--- config.mk ---
export PLATFORM = sky130hd
export DESIGN_NAME = unidade_controle
export DESIGN_NICKNAME = d
export VERILOG_FILES = /design/src/rtl/controle_pkg.sv /design/src/rtl/unidade_controle.sv
export SDC_FILE = /design/constraint.sdc
export NUM_CORES = 1
export LEC_CHECK = 0
export BUFFER_PORTS_ARGS = -buffer_cell sky130_fd_sc_hd__buf_2
export CORE_UTILIZATION = 37
export CTS_CLUSTER_DIAMETER = 100
export DETAILED_ROUTE_END_ITERATION = 6
export GPL_ROUTABILITY_DRIVEN = 0
export PLACE_DENSITY = 0.73
export RECOVER_POWER = 25
export SETUP_SLACK_MARGIN = 0.4
export SYNTH_ARGS = -nofsm -noshare
export SYNTH_HDL_FRONTEND = slang
export SYNTH_SLANG_ARGS = --single-unit
--- constraint.sdc ---
create_clock -name clk -period 1.3 [get_ports clk]
set_input_delay 0.195 -clock clk [delete_from_list [all_inputs] [get_ports clk]]
set_output_delay 0.195 -clock clk [all_outputs]
set_load 0.01 [all_outputs]
--- src/rtl/controle_pkg.sv ---
// Shared definitions for the multicycle control unit.
//   state_t     : 4-bit state encoding (also exported on state_dbg)
//   OP_*        : instruction opcodes (instruction bits [31:26])
//   SRCB_*      : ALU operand-B mux selects, shared with the operand mux
//   ALUOP_*     : ALU operation class selects
//   PCSRC_*     : PC source mux selects
package controle_pkg;

    typedef enum logic [3:0] {
        S_FETCH     = 4'd0,
        S_DECODE    = 4'd1,
        S_MEM_ADDR  = 4'd2,
        S_MEM_READ  = 4'd3,
        S_WB_LOAD   = 4'd4,
        S_MEM_WRITE = 4'd5,
        S_EXEC_R    = 4'd6,
        S_WB_R      = 4'd7,
        S_BRANCH    = 4'd8,
        S_JUMP      = 4'd9,
        S_ADDI_EXEC = 4'd10,
        S_ADDI_WB   = 4'd11,
        S_BRANCH_NE = 4'd12
    } state_t;

    localparam logic [5:0] OP_RTYPE = 6'b000000;
    localparam logic [5:0] OP_LW    = 6'b100011;
    localparam logic [5:0] OP_SW    = 6'b101011;
    localparam logic [5:0] OP_BEQ   = 6'b000100;
    localparam logic [5:0] OP_J     = 6'b000010;
    localparam logic [5:0] OP_ADDI  = 6'b001000;
    localparam logic [5:0] OP_BNE   = 6'b000101;

    localparam logic [1:0] SRCB_REG  = 2'b00;
    localparam logic [1:0] SRCB_4    = 2'b01;
    localparam logic [1:0] SRCB_SEXT = 2'b10;
    localparam logic [1:0] SRCB_SHL2 = 2'b11;

    localparam logic [1:0] ALUOP_ADD   = 2'b00;
    localparam logic [1:0] ALUOP_SUB   = 2'b01;
    localparam logic [1:0] ALUOP_FUNCT = 2'b10;

    localparam logic [1:0] PCSRC_ALU    = 2'b00;
    localparam logic [1:0] PCSRC_ALUOUT = 2'b01;
    localparam logic [1:0] PCSRC_JUMP   = 2'b10;

endpackage

--- src/rtl/unidade_controle.sv ---
// Multicycle Moore control FSM for the RISC datapath (R-type, lw, sw, beq,
// j, addi). Datapath controls are decoded from the current state; pc_load
// additionally folds in the ALU zero flag with no extra latency.
//
// Optional feature: define UNIDADE_CONTROLE_BNE_EN to add bne (opcode
// 000101) via state BRANCH_NE (12). Without it, 000101 is an illegal opcode.
//
// Ports:
//   clk, reset       : rising-edge clock, synchronous active-high reset
//   opcode, zero     : instruction bits [31:26], ALU zero flag
//   PCWrite, PCWriteCond, pc_load, IorD, MemRead, MemWrite, IRWrite,
//   MemtoReg, RegDst, RegWrite, ALUSrcA, ALUsrcB, ALUOp, PCSource
//                    : datapath enables and mux selects
//   illegal_op       : one-cycle registered pulse after an undefined opcode
//   state_dbg        : current state encoding
module unidade_controle
    import controle_pkg::*;
(
    input  logic       clk,
    input  logic       reset,
    input  logic [5:0] opcode,
    input  logic       zero,
    output logic       PCWrite,
    output logic       PCWriteCond,
    output logic       pc_load,
    output logic       IorD,
    output logic       MemRead,
    output logic       MemWrite,
    output logic       IRWrite,
    output logic       MemtoReg,
    output logic       RegDst,
    output logic       RegWrite,
    output logic       ALUSrcA,
    output logic [1:0] ALUsrcB,
    output logic [1:0] ALUOp,
    output logic [1:0] PCSource,
    output logic       illegal_op,
    output logic [3:0] state_dbg
);

    state_t     r_state;
    logic       r_illegal;
    state_t     w_next;
    logic       w_illegal_next;

    logic       w_pc_write;
    logic       w_pc_write_cond;
    logic       w_branch_cond;
    logic       w_iord;
    logic       w_mem_read;
    logic       w_mem_write;
    logic       w_ir_write;
    logic       w_mem_to_reg;
    logic       w_reg_dst;
    logic       w_reg_write;
    logic       w_alu_src_a;
    logic [1:0] w_alu_src_b;
    logic [1:0] w_alu_op;
    logic [1:0] w_pc_source;

    // Next-state logic and detection of undefined opcodes in DECODE.
    always_comb begin
        w_next         = S_FETCH;
        w_illegal_next = 1'b0;
        case (r_state)
            S_FETCH: w_next = S_DECODE;
            S_DECODE: begin
                case (opcode)
                    OP_RTYPE:       w_next = S_EXEC_R;
                    OP_LW, OP_SW:   w_next = S_MEM_ADDR;
                    OP_BEQ:         w_next = S_BRANCH;
                    OP_J:           w_next = S_JUMP;
                    OP_ADDI:        w_next = S_ADDI_EXEC;
`ifdef UNIDADE_CONTROLE_BNE_EN
                    OP_BNE:         w_next = S_BRANCH_NE;
`else
                    OP_BNE: begin
                        w_next         = S_FETCH;
                        w_illegal_next = 1'b1;
                    end
`endif
                    default: begin
                        w_next         = S_FETCH;
                        w_illegal_next = 1'b1;
                    end
                endcase
            end
            S_MEM_ADDR: begin
                // opcode is held stable by the datapath; anything other than
                // lw/sw here can only be corruption, so abandon the instruction
                if (opcode == OP_LW) begin
                    w_next = S_MEM_READ;
                end else if (opcode == OP_SW) begin
                    w_next = S_MEM_WRITE;
                end else begin
                    w_next = S_FETCH;
                end
            end
            S_MEM_READ:  w_next = S_WB_LOAD;
            S_WB_LOAD:   w_next = S_FETCH;
            S_MEM_WRITE: w_next = S_FETCH;
            S_EXEC_R:    w_next = S_WB_R;
            S_WB_R:      w_next = S_FETCH;
            S_BRANCH:    w_next = S_FETCH;
            S_JUMP:      w_next = S_FETCH;
            S_ADDI_EXEC: w_next = S_ADDI_WB;
            S_ADDI_WB:   w_next = S_FETCH;
            default:     w_next = S_FETCH;
        endcase
    end

    // State register and registered illegal-opcode pulse.
    always_ff @(posedge clk) begin
        if (reset) begin
            r_state   <= S_FETCH;
            r_illegal <= 1'b0;
        end else begin
            r_state   <= w_next;
            r_illegal <= w_illegal_next;
        end
    end

    // Moore output decode; unlisted outputs stay 0 in every state.
    always_comb begin
        w_pc_write      = 1'b0;
        w_pc_write_cond = 1'b0;
        w_branch_cond   = 1'b0;
        w_iord          = 1'b0;
        w_mem_read      = 1'b0;
        w_mem_write     = 1'b0;
        w_ir_write      = 1'b0;
        w_mem_to_reg    = 1'b0;
        w_reg_dst       = 1'b0;
        w_reg_write     = 1'b0;
        w_alu_src_a     = 1'b0;
        w_alu_src_b     = SRCB_REG;
        w_alu_op        = ALUOP_ADD;
        w_pc_source     = PCSRC_ALU;
        case (r_state)
            S_FETCH: begin
                w_mem_read  = 1'b1;
                w_ir_write  = 1'b1;
                w_alu_src_b = SRCB_4;
                w_pc_write  = 1'b1;
            end
            S_DECODE: begin
                // precompute branch target while the opcode is decoded
                w_alu_src_b = SRCB_SHL2;
            end
            S_MEM_ADDR: begin
                w_alu_src_a = 1'b1;
                w_alu_src_b = SRCB_SEXT;
            end
            S_MEM_READ: begin
                w_mem_read = 1'b1;
                w_iord     = 1'b1;
            end
            S_WB_LOAD: begin
                w_reg_write  = 1'b1;
                w_mem_to_reg = 1'b1;
            end
            S_MEM_WRITE: begin
                w_mem_write = 1'b1;
                w_iord      = 1'b1;
            end
            S_EXEC_R: begin
                w_alu_src_a = 1'b1;
                w_alu_op    = ALUOP_FUNCT;
            end
            S_WB_R: begin
                w_reg_write = 1'b1;
                w_reg_dst   = 1'b1;
            end
            S_BRANCH: begin
                w_alu_src_a     = 1'b1;
                w_alu_op        = ALUOP_SUB;
                w_pc_write_cond = 1'b1;
                w_pc_source     = PCSRC_ALUOUT;
                w_branch_cond   = zero;
            end
            S_JUMP: begin
                w_pc_write  = 1'b1;
                w_pc_source = PCSRC_JUMP;
            end
            S_ADDI_EXEC: begin
                w_alu_src_a = 1'b1;
                w_alu_src_b = SRCB_SEXT;
            end
            S_ADDI_WB: begin
                w_reg_write = 1'b1;
            end
`ifdef UNIDADE_CONTROLE_BNE_EN
            S_BRANCH_NE: begin
                w_alu_src_a     = 1'b1;
                w_alu_op        = ALUOP_SUB;
                w_pc_write_cond = 1'b1;
                w_pc_source     = PCSRC_ALUOUT;
                w_branch_cond   = ~zero;
            end
`endif
            default: begin
                w_pc_write = 1'b0;
            end
        endcase
    end

    // Enables are suppressed for the whole reset cycle so an aborted
    // instruction cannot commit a memory or register write.
    assign PCWrite     = w_pc_write & ~reset;
    assign PCWriteCond = w_pc_write_cond & ~reset;
    assign pc_load     = (w_pc_write | (w_pc_write_cond & w_branch_cond)) & ~reset;
    assign MemRead     = w_mem_read & ~reset;
    assign MemWrite    = w_mem_write & ~reset;
    assign IRWrite     = w_ir_write & ~reset;
    assign RegWrite    = w_reg_write & ~reset;
    assign IorD        = w_iord;
    assign MemtoReg    = w_mem_to_reg;
    assign RegDst      = w_reg_dst;
    assign ALUSrcA     = w_alu_src_a;
    assign ALUsrcB     = w_alu_src_b;
    assign ALUOp       = w_alu_op;
    assign PCSource    = w_pc_source;
    assign illegal_op  = r_illegal;
    assign state_dbg   = r_state;

endmodule

==> results.sh, run 1 <==
export IMPL_synth_async_reset_ratio=0
export IMPL_netlist_top_cells_count="sky130_fd_sc_hd__nor2_1 (9), sky130_fd_sc_hd__nor3_1 (6), sky130_fd_sc_hd__dfxtp_1 (5), sky130_fd_sc_hd__nand2b_1 (5)"
export IMPL_synthMostInstantiatedCell="sky130_fd_sc_hd__nor2_1"
export IMPL_post_place_ws_ns=-0.1870
export IMPL_synth_unique_cells=34
export IMPL_die_w_um=39.55
export IMPL_synth_warnings=0
export IMPL_cts_sink_count=5
export IMPL_synth_edf_count=0
export IMPL_post_dp_hpwl_mm=1.677
export IMPL_holdBufCountCts=0
export IMPL_stop_error="[ERROR DPL-0038] Utilization greater than 100%, impossible to legalize"
export IMPL_floorplan_io_pins=31
export IMPL_floorplan_die_height_um=39.55
export IMPL_synth_ff_latch_count=5
export IMPL_pin_count_of_the_biggest_net_entering_global_routing=12
export IMPL_postSynthAreaPerCell_um2=7.051
export IMPL_mappedNetlistNets=83
export IMPL_outcome_stop_stage="global routing"
export IMPL_outcome="did not finish"
export IMPL_ys_top_cells_by_area="sky130_fd_sc_hd__dfxtp_1 (19%), sky130_fd_sc_hd__nor2_1 (6.5%), sky130_fd_sc_hd__nand2b_1 (6.0%)"
export IMPL_synth_top_area_cell="sky130_fd_sc_hd__dfxtp_1"
export IMPL_io_buffers=30
export IMPL_synth_instances=74
export IMPL_yosysSeqAreaShare=0.1918
export IMPL_floorplan_initialDensity=0.4010
export IMPL_tritoncts_num_buffers=3
export IMPL_htree_num_levels=1
export IMPL_worst_path_end_type="output port"
export IMPL_syn_area_um2=521.8
export IMPL_ys_dominant_reg_cell="sky130_fd_sc_hd__dfxtp_1"
export IMPL_timing_grt_repair_worst_endpoint="PCWrite"
export IMPL_clk_path_buf_depth=2
export IMPL_yosysTopAreaCellShare=0.1918
export IMPL_core_rowCount=13
export IMPL_root_buffer="sky130_fd_sc_hd__clkbuf_4"
-- kinds of logic after synthesis --
group / share of synthesized area
AND/OR/NAND/NOR: 0.4245
AO/OA/AOI/OAI: 0.2302
XOR/XNOR: 0.05037
flip-flops: 0.1919
buffers and inverters: 0.06233
multiplexers: 0.02158
adder cells (fa/ha/maj): 0.01919
-- through the flow --
step	cell area (um2)	cells	setup TNS, ns	util
detailed placement	978.4	141	-0.7737	0.7519
global placement	978.4	141	-0.6702	0.7519
CTS	1242	153	-4.636	0.9548
floorplan	646.9	74	-0.1312	-
-- timing repair --
action                                  CTS
gates resized for setup                  37
pin swaps                                11
endpoints found under the setup margin   26
setup buffers                             8
==> inputs of run 2 (changes only) <==
--- a/config.mk
+++ b/config.mk
@@ -6,13 +6,12 @@
 export NUM_CORES = 1
 export LEC_CHECK = 0
 export BUFFER_PORTS_ARGS = -buffer_cell sky130_fd_sc_hd__buf_2
-export CORE_UTILIZATION = 37
-export CTS_CLUSTER_DIAMETER = 100
+export CORE_AREA = 2 2 63 65
 export DETAILED_ROUTE_END_ITERATION = 6
+export DIE_AREA = 0 0 65 67
 export GPL_ROUTABILITY_DRIVEN = 0
-export PLACE_DENSITY = 0.73
+export PLACE_DENSITY_LB_ADDON = 0.15
 export RECOVER_POWER = 25
-export SETUP_SLACK_MARGIN = 0.4
 export SYNTH_ARGS = -nofsm -noshare
 export SYNTH_HDL_FRONTEND = slang
 export SYNTH_SLANG_ARGS = --single-unit
==> constraint.sdc (replaced) <==
create_clock -name clk -period 1.7 [get_ports clk]
set_input_delay 0.255 -clock clk [delete_from_list [all_inputs] [get_ports clk]]
set_output_delay 0.255 -clock clk [all_outputs]
set_load 0.01 [all_outputs]
==> run 2 against run 1 <==
The flow now finishes, with violations (negative setup slack); synthesized cell count unchanged; synthesized area did not move.
==> results.sh, run 2 <==
export IMPL_groute_usage_overall=0.08900
export IMPL_synthMostInstantiatedCell="sky130_fd_sc_hd__nor2_1"
export IMPL_pwr_density_cell_nw_per_um2=511.0
export IMPL_io_buffers=30
export IMPL_timing_critical_path_max_delay_family="simple AND/OR/NAND/NOR gates"
export IMPL_timing_final_ws_setup_ns=-0.07462
export IMPL_clk_insertion_delay_late_ns=0.22
export IMPL_layout_area_overhead_vs_synth_pct=72.18
export IMPL_initial_antenna_violation_count=0
export IMPL_synth_unique_cells=34
export IMPL_multiInputGateArea_um2=436.7
export IMPL_outcome="complete, but fails checks"
export IMPL_die_w_um=65
export IMPL_netlist_top_cells_count="sky130_fd_sc_hd__nor2_1 (9), sky130_fd_sc_hd__nor3_1 (6), sky130_fd_sc_hd__dfxtp_1 (5), sky130_fd_sc_hd__nand2b_1 (5)"
export IMPL_mappedNetlistNets=83
export IMPL_grt_overflow_total=0
export IMPL_top_library_cells_by_usage_in_the_layout_fill_and_taps_aside="sky130_fd_sc_hd__buf_2 (29), sky130_fd_sc_hd__buf_4 (10), sky130_fd_sc_hd__nor2_1 (9)"
export IMPL_worstSetupEndpointType="output pin"
export IMPL_routed_wirelength_mm=1.830
export IMPL_dr_first_iter_drc_count=29
export IMPL_largest_register_ffs=4
export IMPL_finalSetupTns_ns=-0.1703
export IMPL_tightestPinTransition_ns=0.4173
export IMPL_violations_in_the_final_reports="negative setup slack"
export IMPL_hold_class="in2reg"
export IMPL_grt_first_pass_wirelength_mm=2.967
export IMPL_fmax_ghz=0.5635
export IMPL_timing_critical_path_slowest_cell_delay_ns=0.38
export IMPL_crit_arrival_ns=1.52
export IMPL_cp_cell_sequence="or3_4 -> or3_4 -> o31ai_2 -> buf_2"
export IMPL_synth_compound_gate_area_share=0.2302
export IMPL_synth_async_reset_ratio=0
export IMPL_dominant_combinational_cell_family_by_area_after_synthesis="simple AND/OR/NAND/NOR gates"
export IMPL_critPathKind="reg2out"
export IMPL_synth_warnings=0
export IMPL_critical_path_startpoint_type="register"
export IMPL_critPathMostFrequentCell="sky130_fd_sc_hd__or3_4"
export IMPL_drive_above_1_share=0.4825
export IMPL_design_die_area_um2=4355
export IMPL_pin_count_of_the_biggest_net_entering_global_routing=13
export IMPL_timing_final_hold_violations=0
export IMPL_floorplan_initialDensity=0.1447
export IMPL_syn_area_um2=521.8
export IMPL_root_buffer="sky130_fd_sc_hd__clkbuf_8"
export IMPL_yosys_area_share_xor_xnor=0.05036
export IMPL_ys_top_cells_by_area="sky130_fd_sc_hd__dfxtp_1 (19%), sky130_fd_sc_hd__nor2_1 (6.5%), sky130_fd_sc_hd__nand2b_1 (6.0%)"
export IMPL_cellLeakagePower_uw=0.0003978
export IMPL_cp_slowest_cell="sky130_fd_sc_hd__or3_4"
export IMPL_yosysTopAreaCellShare=0.1918
export IMPL_hold_path_depth=3
export IMPL_clk_path_buf_depth=2
export IMPL_floorplan_io_pins=31
export IMPL_cts_sink_count=5
export IMPL_final_period_minus_worst_setup_slack_ns=1.775
export IMPL_synth_edf_count=0
export IMPL_num_nets_final=124
export IMPL_maximum_clock_skew_at_final_layout_ns=0.003729
export IMPL_finalPower_uw=459.1
export IMPL_worst_r2r_cell_count=5
export IMPL_layout_area_seq_um2=108.9
export IMPL_crit_required_ns=1.44
export IMPL_yosysSeqAreaShare=0.1918
export IMPL_synth_simple_gate_area_share=0.4245
export IMPL_critical_path_buf_inv_count=1
export IMPL_synth_fa_ha_area_frac=0.01918
export IMPL_dr_pass1_iters=4
export IMPL_clock_transition_at_the_registers_of_the_reported_paths_ns=0.03
export IMPL_synth_ff_latch_count=5
export IMPL_detail_route_antenna_nets=0
export IMPL_htree_num_levels=1
export IMPL_floorplan_die_height_um=67
export IMPL_timing_critical_path_fanout_max=3
export IMPL_fin_max_slew_vios=0
export IMPL_core_rowCount=22
export IMPL_holdBufCountCts=0
export IMPL_tritoncts="built"
export IMPL_fillCellCount=404
export IMPL_mostFrequentLayoutCell="sky130_fd_sc_hd__buf_2"
export IMPL_layout_cells_non_filler=162
export IMPL_setup_viol=3
export IMPL_postSynthAreaPerCell_um2=7.051
export IMPL_tritoncts_num_buffers=3
export IMPL_synth_top_area_cell="sky130_fd_sc_hd__dfxtp_1"
export IMPL_ys_dominant_reg_cell="sky130_fd_sc_hd__dfxtp_1"
export IMPL_worst_vdd_drop_mv=0.2547
export IMPL_synth_area_mux_share=0.02158
export IMPL_slew_limit_headroom=0.7192
export IMPL_wire_per_inst_um=11.30
export IMPL_num_vias=677
export IMPL_remaining_drc_errors=0
export IMPL_placed_cells=155
export IMPL_grt_setup_unrepaired="yes"
export IMPL_cp_depth=4
export IMPL_maxCapViolCount=0
export IMPL_routed_via_density=4.179
export IMPL_fin_crit_sh=1.044
export IMPL_vias_in_the_first_global_route=664
export IMPL_core_region_area_um2=3606
export IMPL_post_dp_hpwl_mm=1.474
export IMPL_synth_instances=74
export IMPL_antennaDiodeCount=0
[run 2: cell families after synthesis]
group,count (synthesis)
compound gates,17
buf+inv,6
mux,1
simple gates,41
fa+ha+maj,1
xor+xnor,3
flops,5
[run 2: through the flow]
| step | util | hold WS (ns) | setup slack (ns) | area (um2) |
|---|---|---|---|---|
| 3_3_place_gp | 0.2165 | 0.6413 | 0.1353 | 780.7 |
| 4_1_cts | 0.2391 | 0.4159 | -0.06591 | 862.1 |
| 2_1_floorplan | - | 0.3695 | 0.08261 | 526.8 |
| 6_report | 0.2491 | 0.4134 | -0.07462 | 898.4 |
| 5_1_grt | 0.2491 | 0.4362 | -0.1058 | 898.4 |
| 3_5_place_dp | 0.2165 | 0.6484 | 0.1171 | 780.7 |
[run 2: cell type report]
class                      instances  share of cell area
tap                               48             0.06685
timing repair buffer              41              0.2716
sequential                         5              0.1212
clock buffer                       4             0.05014
inverter                           1            0.004178
multi-input combinational         63              0.4861
[run 2: repair_timing]
action,CTS,global route
gates resized for setup,9,5
buffers inserted,1,2
endpoints found under the setup margin,5,6
pin swaps,1,2
[run 2: final timing paths]
path	startpoint	slack (ns)	endpoint
max	state_dbg[3]$_SDFF_PP0_	-0.07	PCWrite
min	reset	0.41	state_dbg[3]$_SDFF_PP0_
max reg2reg	state_dbg[3]$_SDFF_PP0_	0.14	state_dbg[1]$_SDFF_PP0_
min reg2reg	state_dbg[3]$_SDFF_PP0_	0.67	state_dbg[3]$_SDFF_PP0_
[run 2: metal layers]
layer,track usage,wire length (um),vias up
met4,0.02394,0,0
met3,0.02027,72,0
met5,0,0,-
met2,0.1688,944,15
met1,0.09869,813,302
li1,-,-,360
[run 2: worst min-delay path: stages]
cell and delay, ns:
sky130_fd_sc_hd__buf_2 0.09, sky130_fd_sc_hd__buf_4 0.14, sky130_fd_sc_hd__o32ai_1 0.09
[run 2: report_power, final]
group	switching, uW	leakage (uW)	internal (uW)
logic	59.8	0.000332	55.0
clock network	58.2	0.0000228	161
registers	3.90	0.0000426	121
Note: power is estimated with default switching activity, not from simulation.
